--- config.mk ---
export PLATFORM = sky130hd
export DESIGN_NAME = tlb_lookup_arbiter_flat
export DESIGN_NICKNAME = d
export VERILOG_FILES = /design/src/rtl/tlb_lookup_arbiter_if.sv /design/src/rtl/tlb_lookup_arbiter.sv /design/src/flat_wrapper.sv
export SDC_FILE = /design/constraint.sdc
export NUM_CORES = 1
export LEC_CHECK = 0
export ABC_CLOCK_PERIOD_IN_PS = 2300
export BUFFER_PORTS_ARGS = -buffer_cell sky130_fd_sc_hd__buf_4
export CORE_AREA = 3 3 102 104
export CTS_CLUSTER_DIAMETER = 80
export DETAILED_ROUTE_END_ITERATION = 8
export DIE_AREA = 0 0 105 107
export GPL_TIMING_DRIVEN = 0
export PLACE_DENSITY = 0.89
export SLEW_MARGIN = 10
export SYNTH_ARGS = -nofsm -noshare
export SYNTH_HDL_FRONTEND = slang
export SYNTH_SLANG_ARGS = --single-unit
--- constraint.sdc ---
create_clock -name clk -period 2.3 [get_ports clk]
set_input_delay 0.46 -clock clk [delete_from_list [all_inputs] [get_ports clk]]
set_output_delay 0.46 -clock clk [all_outputs]
set_load 0.01 [all_outputs]
--- src/rtl/tlb_lookup_arbiter_if.sv ---
// Bundles the fetch, memory-stage and TLB lookup signals around the shared TLB lookup port.
// The arbiter takes the slave view; requesters and the TLB together take the master view.
interface tlb_lookup_arbiter_if;
  logic        i_req;
  logic [31:0] i_vaddr;
  logic        i_cancel;
  logic        i_ack;
  logic        i_valid;
  logic [31:0] i_paddr;
  logic [15:0] i_pagemask;
  logic        i_miss;

  logic        d_req;
  logic [31:0] d_vaddr;
  logic        d_write;
  logic        d_ack;
  logic        d_valid;
  logic [31:0] d_paddr;
  logic        d_miss;
  logic        d_mod;

  logic        tlb_busy;
  logic        tlb_lookup;
  logic [31:0] tlb_vaddr;
  logic        tlb_hit;
  logic        tlb_dirty;
  logic [31:0] tlb_paddr;
  logic [15:0] tlb_pagemask;

  modport slave (
    input  i_req, i_vaddr, i_cancel,
    output i_ack, i_valid, i_paddr, i_pagemask, i_miss,
    input  d_req, d_vaddr, d_write,
    output d_ack, d_valid, d_paddr, d_miss, d_mod,
    input  tlb_busy, tlb_hit, tlb_dirty, tlb_paddr, tlb_pagemask,
    output tlb_lookup, tlb_vaddr
  );

  modport master (
    output i_req, i_vaddr, i_cancel,
    input  i_ack, i_valid, i_paddr, i_pagemask, i_miss,
    output d_req, d_vaddr, d_write,
    input  d_ack, d_valid, d_paddr, d_miss, d_mod,
    output tlb_busy, tlb_hit, tlb_dirty, tlb_paddr, tlb_pagemask,
    input  tlb_lookup, tlb_vaddr
  );
endinterface

--- src/rtl/tlb_lookup_arbiter.sv ---
// Shares one registered TLB lookup port between instruction and data translation, data first,
// with the instruction side forced through after STARVE_LIMIT consecutive data grants.
module tlb_lookup_arbiter #(
  parameter int unsigned STARVE_LIMIT = 4
) (
  input  logic                 clk,
  input  logic                 rst_n,
  tlb_lookup_arbiter_if.slave  bus
);

  localparam logic [0:0] ST_IDLE    = 1'b0;
  localparam logic [0:0] ST_WAIT    = 1'b1;
  localparam logic       OWNER_D    = 1'b0;
  localparam logic       OWNER_I    = 1'b1;
  localparam logic [3:0] STARVE_MAX = 4'(STARVE_LIMIT);

  logic [0:0]  r_state;
  logic        r_owner;
  logic [3:0]  r_starve;
  logic        r_d_write;
  logic        r_i_valid;
  logic        r_i_miss;
  logic [31:0] r_i_paddr;
  logic [15:0] r_i_pagemask;
  logic        r_d_valid;
  logic        r_d_miss;
  logic        r_d_mod;
  logic [31:0] r_d_paddr;

  logic        w_i_elig;
  logic        w_can_grant;
  logic        w_grant_i;
  logic        w_grant_d;
  logic [3:0]  w_starve_next;

  // Grants are gated by rst_n so acks read 0 while reset is held.
  always_comb begin
    w_i_elig    = bus.i_req & ~bus.i_cancel;
    w_can_grant = rst_n & (r_state == ST_IDLE) & ~bus.tlb_busy;
    w_grant_i   = w_can_grant & w_i_elig & (~bus.d_req | (r_starve == STARVE_MAX));
    w_grant_d   = w_can_grant & bus.d_req & ~w_grant_i;
  end

  always_comb begin
    w_starve_next = r_starve;
    if (w_grant_i || ((r_state == ST_IDLE) && !bus.i_req)) begin
      w_starve_next = '0;
    end else if (w_grant_d && w_i_elig && (r_starve != STARVE_MAX)) begin
      w_starve_next = r_starve + 4'd1;
    end
  end

  assign bus.i_ack      = w_grant_i;
  assign bus.d_ack      = w_grant_d;
  assign bus.tlb_lookup = w_grant_i | w_grant_d;
  assign bus.tlb_vaddr  = w_grant_i ? bus.i_vaddr : (w_grant_d ? bus.d_vaddr : 32'h0);

  assign bus.i_valid    = r_i_valid;
  assign bus.i_paddr    = r_i_paddr;
  assign bus.i_pagemask = r_i_pagemask;
  assign bus.i_miss     = r_i_miss;
  assign bus.d_valid    = r_d_valid;
  assign bus.d_paddr    = r_d_paddr;
  assign bus.d_miss     = r_d_miss;
  assign bus.d_mod      = r_d_mod;

  always_ff @(posedge clk or negedge rst_n) begin
    if (!rst_n) begin
      r_state      <= ST_IDLE;
      r_owner      <= OWNER_D;
      r_starve     <= '0;
      r_d_write    <= 1'b0;
      r_i_valid    <= 1'b0;
      r_i_miss     <= 1'b0;
      r_i_paddr    <= '0;
      r_i_pagemask <= '0;
      r_d_valid    <= 1'b0;
      r_d_miss     <= 1'b0;
      r_d_mod      <= 1'b0;
      r_d_paddr    <= '0;
    end else begin
      r_starve  <= w_starve_next;
      r_i_valid <= 1'b0;
      r_d_valid <= 1'b0;
      if (r_state == ST_IDLE) begin
        if (w_grant_i || w_grant_d) begin
          r_state   <= ST_WAIT;
          r_owner   <= w_grant_i ? OWNER_I : OWNER_D;
          r_d_write <= w_grant_d & bus.d_write;
        end
      end else begin
        r_state <= ST_IDLE;
        if (r_owner == OWNER_I) begin
          // A fetch redirect during the lookup drops the result; outputs keep old data.
          if (!bus.i_cancel) begin
            r_i_valid    <= 1'b1;
            r_i_paddr    <= bus.tlb_hit ? bus.tlb_paddr : 32'h0;
            r_i_pagemask <= bus.tlb_pagemask;
            r_i_miss     <= ~bus.tlb_hit;
          end
        end else begin
          r_d_valid <= 1'b1;
          r_d_paddr <= bus.tlb_hit ? bus.tlb_paddr : 32'h0;
          r_d_miss  <= ~bus.tlb_hit;
          r_d_mod   <= r_d_write & bus.tlb_hit & ~bus.tlb_dirty;
        end
      end
    end
  end

endmodule

--- src/flat_wrapper.sv ---
// flat-port wrapper written by rule: the top's interface ports become plain ports
module tlb_lookup_arbiter_flat 
#(
  parameter int unsigned STARVE_LIMIT = 4
)
  (clk, rst_n, bus_i_req, bus_i_vaddr, bus_i_cancel, bus_i_ack, bus_i_valid, bus_i_paddr, bus_i_pagemask, bus_i_miss, bus_d_req, bus_d_vaddr, bus_d_write, bus_d_ack, bus_d_valid, bus_d_paddr, bus_d_miss, bus_d_mod, bus_tlb_busy, bus_tlb_hit, bus_tlb_dirty, bus_tlb_paddr, bus_tlb_pagemask, bus_tlb_lookup, bus_tlb_vaddr);
  tlb_lookup_arbiter_if bus_i ();
  input  logic clk;
  input  logic rst_n;
  input wire logic [$bits(bus_i.i_req)-1:0] bus_i_req;
  input wire logic [$bits(bus_i.i_vaddr)-1:0] bus_i_vaddr;
  input wire logic [$bits(bus_i.i_cancel)-1:0] bus_i_cancel;
  output wire logic [$bits(bus_i.i_ack)-1:0] bus_i_ack;
  output wire logic [$bits(bus_i.i_valid)-1:0] bus_i_valid;
  output wire logic [$bits(bus_i.i_paddr)-1:0] bus_i_paddr;
  output wire logic [$bits(bus_i.i_pagemask)-1:0] bus_i_pagemask;
  output wire logic [$bits(bus_i.i_miss)-1:0] bus_i_miss;
  input wire logic [$bits(bus_i.d_req)-1:0] bus_d_req;
  input wire logic [$bits(bus_i.d_vaddr)-1:0] bus_d_vaddr;
  input wire logic [$bits(bus_i.d_write)-1:0] bus_d_write;
  output wire logic [$bits(bus_i.d_ack)-1:0] bus_d_ack;
  output wire logic [$bits(bus_i.d_valid)-1:0] bus_d_valid;
  output wire logic [$bits(bus_i.d_paddr)-1:0] bus_d_paddr;
  output wire logic [$bits(bus_i.d_miss)-1:0] bus_d_miss;
  output wire logic [$bits(bus_i.d_mod)-1:0] bus_d_mod;
  input wire logic [$bits(bus_i.tlb_busy)-1:0] bus_tlb_busy;
  input wire logic [$bits(bus_i.tlb_hit)-1:0] bus_tlb_hit;
  input wire logic [$bits(bus_i.tlb_dirty)-1:0] bus_tlb_dirty;
  input wire logic [$bits(bus_i.tlb_paddr)-1:0] bus_tlb_paddr;
  input wire logic [$bits(bus_i.tlb_pagemask)-1:0] bus_tlb_pagemask;
  output wire logic [$bits(bus_i.tlb_lookup)-1:0] bus_tlb_lookup;
  output wire logic [$bits(bus_i.tlb_vaddr)-1:0] bus_tlb_vaddr;
  assign bus_i.i_req = bus_i_req;
  assign bus_i.i_vaddr = bus_i_vaddr;
  assign bus_i.i_cancel = bus_i_cancel;
  assign bus_i_ack = bus_i.i_ack;
  assign bus_i_valid = bus_i.i_valid;
  assign bus_i_paddr = bus_i.i_paddr;
  assign bus_i_pagemask = bus_i.i_pagemask;
  assign bus_i_miss = bus_i.i_miss;
  assign bus_i.d_req = bus_d_req;
  assign bus_i.d_vaddr = bus_d_vaddr;
  assign bus_i.d_write = bus_d_write;
  assign bus_d_ack = bus_i.d_ack;
  assign bus_d_valid = bus_i.d_valid;
  assign bus_d_paddr = bus_i.d_paddr;
  assign bus_d_miss = bus_i.d_miss;
  assign bus_d_mod = bus_i.d_mod;
  assign bus_i.tlb_busy = bus_tlb_busy;
  assign bus_i.tlb_hit = bus_tlb_hit;
  assign bus_i.tlb_dirty = bus_tlb_dirty;
  assign bus_i.tlb_paddr = bus_tlb_paddr;
  assign bus_i.tlb_pagemask = bus_tlb_pagemask;
  assign bus_tlb_lookup = bus_i.tlb_lookup;
  assign bus_tlb_vaddr = bus_i.tlb_vaddr;
  tlb_lookup_arbiter #(.STARVE_LIMIT(STARVE_LIMIT)) u_core (.clk(clk), .rst_n(rst_n), .bus(bus_i));
endmodule
==> summary.txt, run 1 <==
Run status
  • Status: complete, but fails checks
  • Failing checks: negative setup slack

Cells and area
  • Area of the multi-input gates: 1630 µm²
  • Fin cells: 862
  • Post-layout util: 71.2%
  • Ratio of cells with drive above 1 in the final layout: 45.0%
  • Filler Cell Count: 723
  • ANT cells: 0
  • Area grow syn2layout: 63.5%
  • Final net count: 847
  • FF+latch area: 2300 µm²

Yosys
  • Cell count after synthesis: 443
  • Top_reg_cell synth: dfrtp_1
  • Mapped cell area: 4200 µm²
  • Largest cells by area after synthesis: dfrtp_1, nand2_1, o21ai_0, mux2i_1, mux2_2
  • Synth top area share: 54.9%
  • Number of synthesized register bits: 92
  • Post-synth EDFFs: 0
  • Share of the yosys chip area belonging to registers: 54.9%
  • Share of async-settable or async-resettable flops after synthesis: 100%
  • Yosys cell types: 30
  • Yosys warnings: 0
  • Post-synth top area cell: dfrtp_1
  • Syn avg cell area: 9.47 µm²
  • Syn_nets: 566

Power
  • Cell Int Power: 3290 µW
  • Sw Share: 29.0%
  • Worst VDD drop: 0.364 mV
  • PwrDens: 674 nW/µm²
  • P_leak: 0.00360 µW
  • Combinational Power Share: 27.9%
  • Switching pwr: 1340 µW
  • Seq pwr share: 45.2%
  • Power share of the clock group: 26.9%

Placed design
  • Port Buffer Count: 238
  • Placer Congestion: 0.845
  • Placed Cells: 814
  • Dpl ws: -1190 ps
  • HPWL after detailed placement: 10700 µm

Worst setup path
  • CP arrival: 2110 ps
  • WP data required: 1840 ps
  • Worst reg2reg endpoint: u_core.r_starve[1]
  • Startpoint Class: flip-flop
  • Critical path type: reg -> out
  • CP Capture Type: output pin
  • Flop-to-flop setup slack: 130 ps
  • Reg-to-reg startpoint: u_core.r_starve[1]
  • Max FO, Critical Path: 8
  • R2R depth: 15

Die
  • Num rows: 36
  • Core box area: 9640 µm²
  • Die ar.: 11200 µm²
  • Chip width: 105 µm
  • Initial core utilization: 43.5%
  • Die H: 107 µm
  • Ports: 241

Timing
  • Slew headroom: 65.6%
  • Minimum clock period: 2570 ps
  • Final hold slack: 70.7 ps
  • Max Clock Freq: 389 MHz
  • Worst Skew: 11.8 ps
  • Worst-margin pin slew: 516 ps
  • Setup_tns: -7470 ps
  • Fin worst setup slack: -270 ps
  • RSZ-0062 raised after global routing: yes
  • Fin crit share: 112%
  • Fin. Hold Viols: 0
  • Final Max Slew Viols: 0
  • Final setup violation count: 34

GRT
  • Met1 Use GR: 27.1%
  • Vias in the first global route: 4456
  • Global route hottest layer: met2
  • GRT overflow: 0
  • GRT Total Usage: 25.7%
  • Met2 Usage GRT: 47.5%
  • Largest net degree at the start of global routing: 48
  • Met3 Track Usage GR: 6.56%
  • Initial antenna violation count: 0
  • Global-route wire length before repair: 22600 µm

Drt
  • Vias per cell: 4.94
  • DRT iter0 DRCs: 141
  • DRT Wirelength: 14500 µm
  • DR WL/cell: 16.9 µm
  • Routed via count: 4261
  • Pre-Repair DR Iteration Count: 4
  • DRT antenna net count: 0
  • DRC: 0

Clock network
  • CTS HTree Levels: 3
  • Worst skew pair latency: 360 ps
  • Num Clock Sinks: 92
  • Worst-path clk slew: 90 ps
  • CTS tree: built
  • Root buffer cell: clkbuf_8
  • Clk buf depth: 2
  • Total CTS buffers: 9

Min path
  • Worst min-delay path class: in -> async

Flow run
  • Max_cap viols: 0
==> cells in the mapped netlist (all sizes together) (2+ instances only) <==
| library cell | n |
|---|---|
| o22ai | 3 |
| inv | 40 |
| mux2i | 32 |
| nand3 | 2 |
| nand3b | 2 |
| ha | 2 |
| nand2b | 2 |
| o21ai | 72 |
| mux2 | 16 |
| dfrtp | 92 |
| clkbuf | 24 |
| a211oi | 2 |
| buf | 6 |
| nand2 | 135 |
==> cell usage in the layout, fill, tap and decap left out, types with 2 or more instances in the layout <==
cell type,n
dfrtp_1,91
mux2i_2,2
buf_2,2
bufinv_16,2
buf_16,3
buf_4,249
clkbuf_8,11
o21ai_0,70
nand2b_1,2
buf_6,17
inv_2,2
mux2i_1,29
nand3b_1,2
buf_12,4
nand3_1,2
mux2_2,16
buf_1,2
inv_1,38
clkbuf_1,17
clkbuf_2,4
nand2_1,135
o22ai_1,2
==> area by class of cell <==
| type | count | area share [%] |
|---|---|---|
| Timing Repair Buffer | 271 | 32.2 |
| Buffer | 29 | 2.52 |
| Clock inverter | 5 | 1.20 |
| Tap cell | 133 | 2.43 |
| Inverter | 40 | 2.19 |
| Multi-Input combinational cell | 281 | 23.7 |
| Clock buffer | 11 | 2.21 |
| Sequential cell | 92 | 33.6 |
==> worst max-delay path by stage <==
stage | start | endpoint | slack (ps) | depth (start not counted)
floorplan | bus_tlb_busy | bus_tlb_vaddr[10] | 80 | 6
global placement | rst_n | bus_tlb_vaddr[11] | -1110 | 8
detailed placement | rst_n | bus_tlb_vaddr[11] | -1190 | 8
CTS | u_core.r_starve[1] | bus_tlb_vaddr[30] | -290 | 9
global route | u_core.r_state | bus_tlb_vaddr[31] | -360 | 7
finish | u_core.r_state | bus_tlb_vaddr[30] | -270 | 7
==> power groups by stage <==
stage	registers (µW)	logic [µW]	clock network, µW
6_report	2090	1290	1250
5_1_grt	2120	1400	1350
4_1_cts	2090	1300	1270
3_5_place_dp	2120	1250	0
3_3_place_gp	2100	1210	0
2_1_floorplan	2230	315	0
==> flip-flops by register name, indices dropped and copies added, names as in the netlist <==
register and cells:
u_core.bus.d_mod 1, u_core.r_state 1, u_core.bus.d_paddr 32, u_core.r_owner 1
u_core.r_d_write 1, u_core.bus.d_valid 1, u_core.bus.i_miss 1, u_core.bus.i_pagemask 16
u_core.bus.i_paddr 32, u_core.bus.d_miss 1, u_core.r_starve 4, u_core.bus.i_valid 1
==> per-stage QoR <==
| stage | power (µW) | area, µm² |
|---|---|---|
| after detailed placement | 3370 | 6150 |
| after global routing | 4870 | 6860 |
| final | 4630 | 6860 |
| after global placement | 3310 | 6150 |
| after CTS | 4650 | 6790 |
| after floorplan | 2540 | 4200 |
==> layer usage <==
metal	share of wire, %	wire [µm]	vias up
li1	-	-	2000
met1	35	5150	2007
met2	53	7700	227
met3	8.3	1210	27
met4	3.3	484	0
met5	0	0	-
==> worst max-delay path, stage by stage, from the launching register on <==
cell and delay, ps:
dfrtp_2 430, or3b_4 390, a211oi_2 190, buf_6 150
buf_12 130, buf_12 130, mux2i_1 210, buf_4 150
==> kinds of logic after synthesis <==
family	synth area share [%]
and+or+nand+nor	14.6
DFF	54.9
AOI/OAI and AO/OA	10.3
buffers and inverters	7.66
muxes	11.9
adders and majority gates	0.596
==> what timing repair did <==
item / 4_1_cts / 5_1_grt
buffers inserted: 27 / 5
pin swaps: 4 / 3
gates cloned: 2 / 1
endpoints found under the setup margin: 37 / 45
endpoints found under the hold margin: 45 / 0
resized for setup: 31 / 17
hold buffers: 1 / 0
No activity file was read; power rests on OpenSTA's default activity.
==> inputs of run 2 (changes only) <==
--- a/config.mk
+++ b/config.mk
@@ -5,14 +5,13 @@
 export SDC_FILE = /design/constraint.sdc
 export NUM_CORES = 1
 export LEC_CHECK = 0
-export ABC_CLOCK_PERIOD_IN_PS = 2300
-export BUFFER_PORTS_ARGS = -buffer_cell sky130_fd_sc_hd__buf_4
-export CORE_AREA = 3 3 102 104
+export CORE_AREA = 3 3 91 93
 export CTS_CLUSTER_DIAMETER = 80
 export DETAILED_ROUTE_END_ITERATION = 8
-export DIE_AREA = 0 0 105 107
+export DIE_AREA = 0 0 94 96
+export DONT_BUFFER_PORTS = 1
 export GPL_TIMING_DRIVEN = 0
-export PLACE_DENSITY = 0.89
+export PLACE_DENSITY = 0.8
 export SLEW_MARGIN = 10
 export SYNTH_ARGS = -nofsm -noshare
 export SYNTH_HDL_FRONTEND = slang
==> summary.txt, run 2 (synthesized netlist as in run 1, its figures left out) <==
Run status
  • Status: complete, but fails checks
  • Failing checks: negative hold slack, negative setup slack

GRT
  • GRT overflow: 0 (unchanged)
  • Vias in the first global route: 3464 (-22%)
  • Global-route wire length before repair: 18100 µm (-20%)
  • Initial antenna violation count: 0 (unchanged)
  • Largest net degree at the start of global routing: 96 (+100%)
  • GRT Total Usage: 26.5% (+0.79 points)

Worst setup path
  • Worst reg2reg endpoint: u_core.r_starve[0]
  • Launch point of the worst path: u_core.r_state
  • Max FO, Critical Path: 6 (-2)
  • Critical path type: reg -> out
  • Startpoint Class: flip-flop
  • CP endpoint: bus_tlb_vaddr[21]
  • Reg-to-reg startpoint: u_core.r_starve[0]
  • WP data required: 1840 ps (about the same)
  • CP arrival: 2050 ps (-60 ps)
  • Flop-to-flop setup slack: 130 ps (about the same)
  • CP Capture Type: output pin
  • R2R depth: 15 (unchanged)

Drt
  • DRT iter0 DRCs: 125 (-11%)
  • Routed via count: 3395 (-20%)
  • DRC: 0 (unchanged)
  • DR WL/cell: 21.2 µm (+26%)
  • Pre-Repair DR Iteration Count: 4 (unchanged)
  • DRT Wirelength: 12400 µm (-14%)
  • Vias per cell: 5.78 (+17%)
  • DRT antenna net count: 0 (unchanged)

Power
  • Power share of the clock group: 29.5% (+2.6 points)
  • PwrDens: 741 nW/µm² (+9.9%)
  • Switching pwr: 1250 µW (-6.8%)
  • P_leak: 0.00240 µW (-33%)
  • Seq pwr share: 58.4% (+13 points)
  • Sw Share: 32.0% (+3.0 points)
  • Worst VDD drop: 0.579 mV (+59%)
  • Combinational Power Share: 12.1% (-16 points)
  • Cell Int Power: 2650 µW (-19%)

Cells and area
  • Area grow syn2layout: 25.6%
  • Fin area: 5270 µm² (-23%)
  • Ratio of cells with drive above 1 in the final layout: 22.7% (-22 points)
  • Filler Cell Count: 540 (-25%)
  • Commonest non-fill, non-tap cell in the layout: nand2_1
  • Post-layout util: 69.3% (-1.9 points)
  • ANT cells: 0 (unchanged)
  • Final net count: 603 (-29%)
  • Most frequent cells in the layout: nand2_1, dfrtp_1, o21ai_0, inv_1, mux2i_4

Timing
  • Fin. Hold Viols: 92 (+92)
  • Fin worst setup slack: -210 ps (+60.1 ps)
  • Final hold slack: -211 ps (-282 ps)
  • Worst-margin pin slew: 588 ps (+71.8 ps)
  • RSZ-0062 raised after global routing: yes
  • Fin crit share: 109% (-2.6 points)
  • Minimum clock period: 2510 ps (-60.1 ps)
  • Max Clock Freq: 398 MHz (+2.4%)
  • Final Max Slew Viols: 0 (unchanged)
  • Final setup violation count: 32 (-5.9%)
  • Worst Skew: 10.3 ps (-1.45 ps)
  • Slew headroom: 60.8% (-4.8 points)
  • Setup_tns: -5210 ps (+2260 ps)

Die
  • Die ar.: 9020 µm² (-20%)
  • Core box area: 7610 µm² (-21%)
  • Ports: 241 (unchanged)
  • Chip width: 94 µm (-10%)
  • Die H: 96 µm (-10%)
  • Num rows: 32 (-11%)
  • Initial core utilization: 55.2% (+12 points)

Clock network
  • CTS HTree Levels: 3 (unchanged)
  • Worst skew pair latency: 350 ps (about the same)
  • Root buffer cell: clkbuf_8
  • Worst-path clk slew: 100 ps (about the same)
  • Clk buf depth: 2 (unchanged)
  • Total CTS buffers: 9 (unchanged)
  • CTS tree: built
  • Num Clock Sinks: 92 (unchanged)

Placed design
  • HPWL after detailed placement: 8000 µm (-25%)
  • Port Buffer Count: 0 (-100%)
  • Placer Congestion: 0.820 (-2.9%)
  • Placed cell area: 4320 µm² (-30%)
  • Dpl ws: -153 ps (+1040 ps)

Min path
  • Worst min-delay path class: in -> async

Flow run
  • Max_cap viols: 0 (unchanged)
-- run 2: cell types whose count changed in the layout (fill, tap and decap cells not counted), sizes merged --
cell      delta
inv          +2
clkbuf       -2
bufbuf       -1
buf        -243
clkinvlp     +1
bufinv       -1
-- run 2: per-stage QoR --
stage               power [µW]  std cells
floorplan                 2540        443
global placement          2670        545
detailed placement        2710        545
CTS                       3910        588
global route              4100        587
finish                    3900        587
-- run 2: repair_timing --
item / CTS / global route
cloned: 2 / 0
setup buffers: 26 / 3
pin swaps: 4 / 3
setup endpoints to repair: 34 / 37
hold endpoints to repair: 92 / 92
resized for setup: 83 / 13
-- run 2: final cells by class --
type	count	area (µm²)	area share (%)
flip-flops and latches	92	2300	43.7
clock buffers	9	124	2.35
well taps	102	128	2.42
clock inverters	7	93.8	1.78
repair buffers	28	300	5.70
plain buffers	28	174	3.30
multi-input cells	281	2000	37.9
inverters	40	150	2.85
-- run 2: power groups by stage --
stage	clock network, µW	logic [µW]	registers [µW]
2_1_floorplan	0	315	2230
3_3_place_gp	0	364	2310
3_5_place_dp	0	394	2320
4_1_cts	1170	456	2280
5_1_grt	1250	538	2310
6_report	1150	474	2280
-- run 2: worst max-delay path, cell delays in order (launching register included) --
cell and delay, ps:
dfrtp_2 420, or3b_4 380, a211oi_2 180, buf_6 190, buf_12 120, buf_12 140, mux2i_4 270
-- run 2: worst min path at each step --
stage / to / from / cells past startpoint
3_3_place_gp: u_core.bus.d_paddr[23] / rst_n / 0
6_report: u_core.bus.d_paddr[23] / rst_n / 0
3_5_place_dp: u_core.bus.d_paddr[23] / rst_n / 0
4_1_cts: u_core.bus.d_paddr[23] / rst_n / 0
2_1_floorplan: u_core.bus.d_miss / rst_n / 0
5_1_grt: u_core.bus.d_paddr[23] / rst_n / 0
-- run 2: metal layers --
metal,share of wire (%),GRT usage [%],up-vias,routed length (µm)
met4,1.7,8.66,0,214
met1,37,31.5,1698,4610
li1,-,-,1513,-
met3,7.6,8.05,23,942
met2,54,46.2,161,6670
met5,0,0,-,0
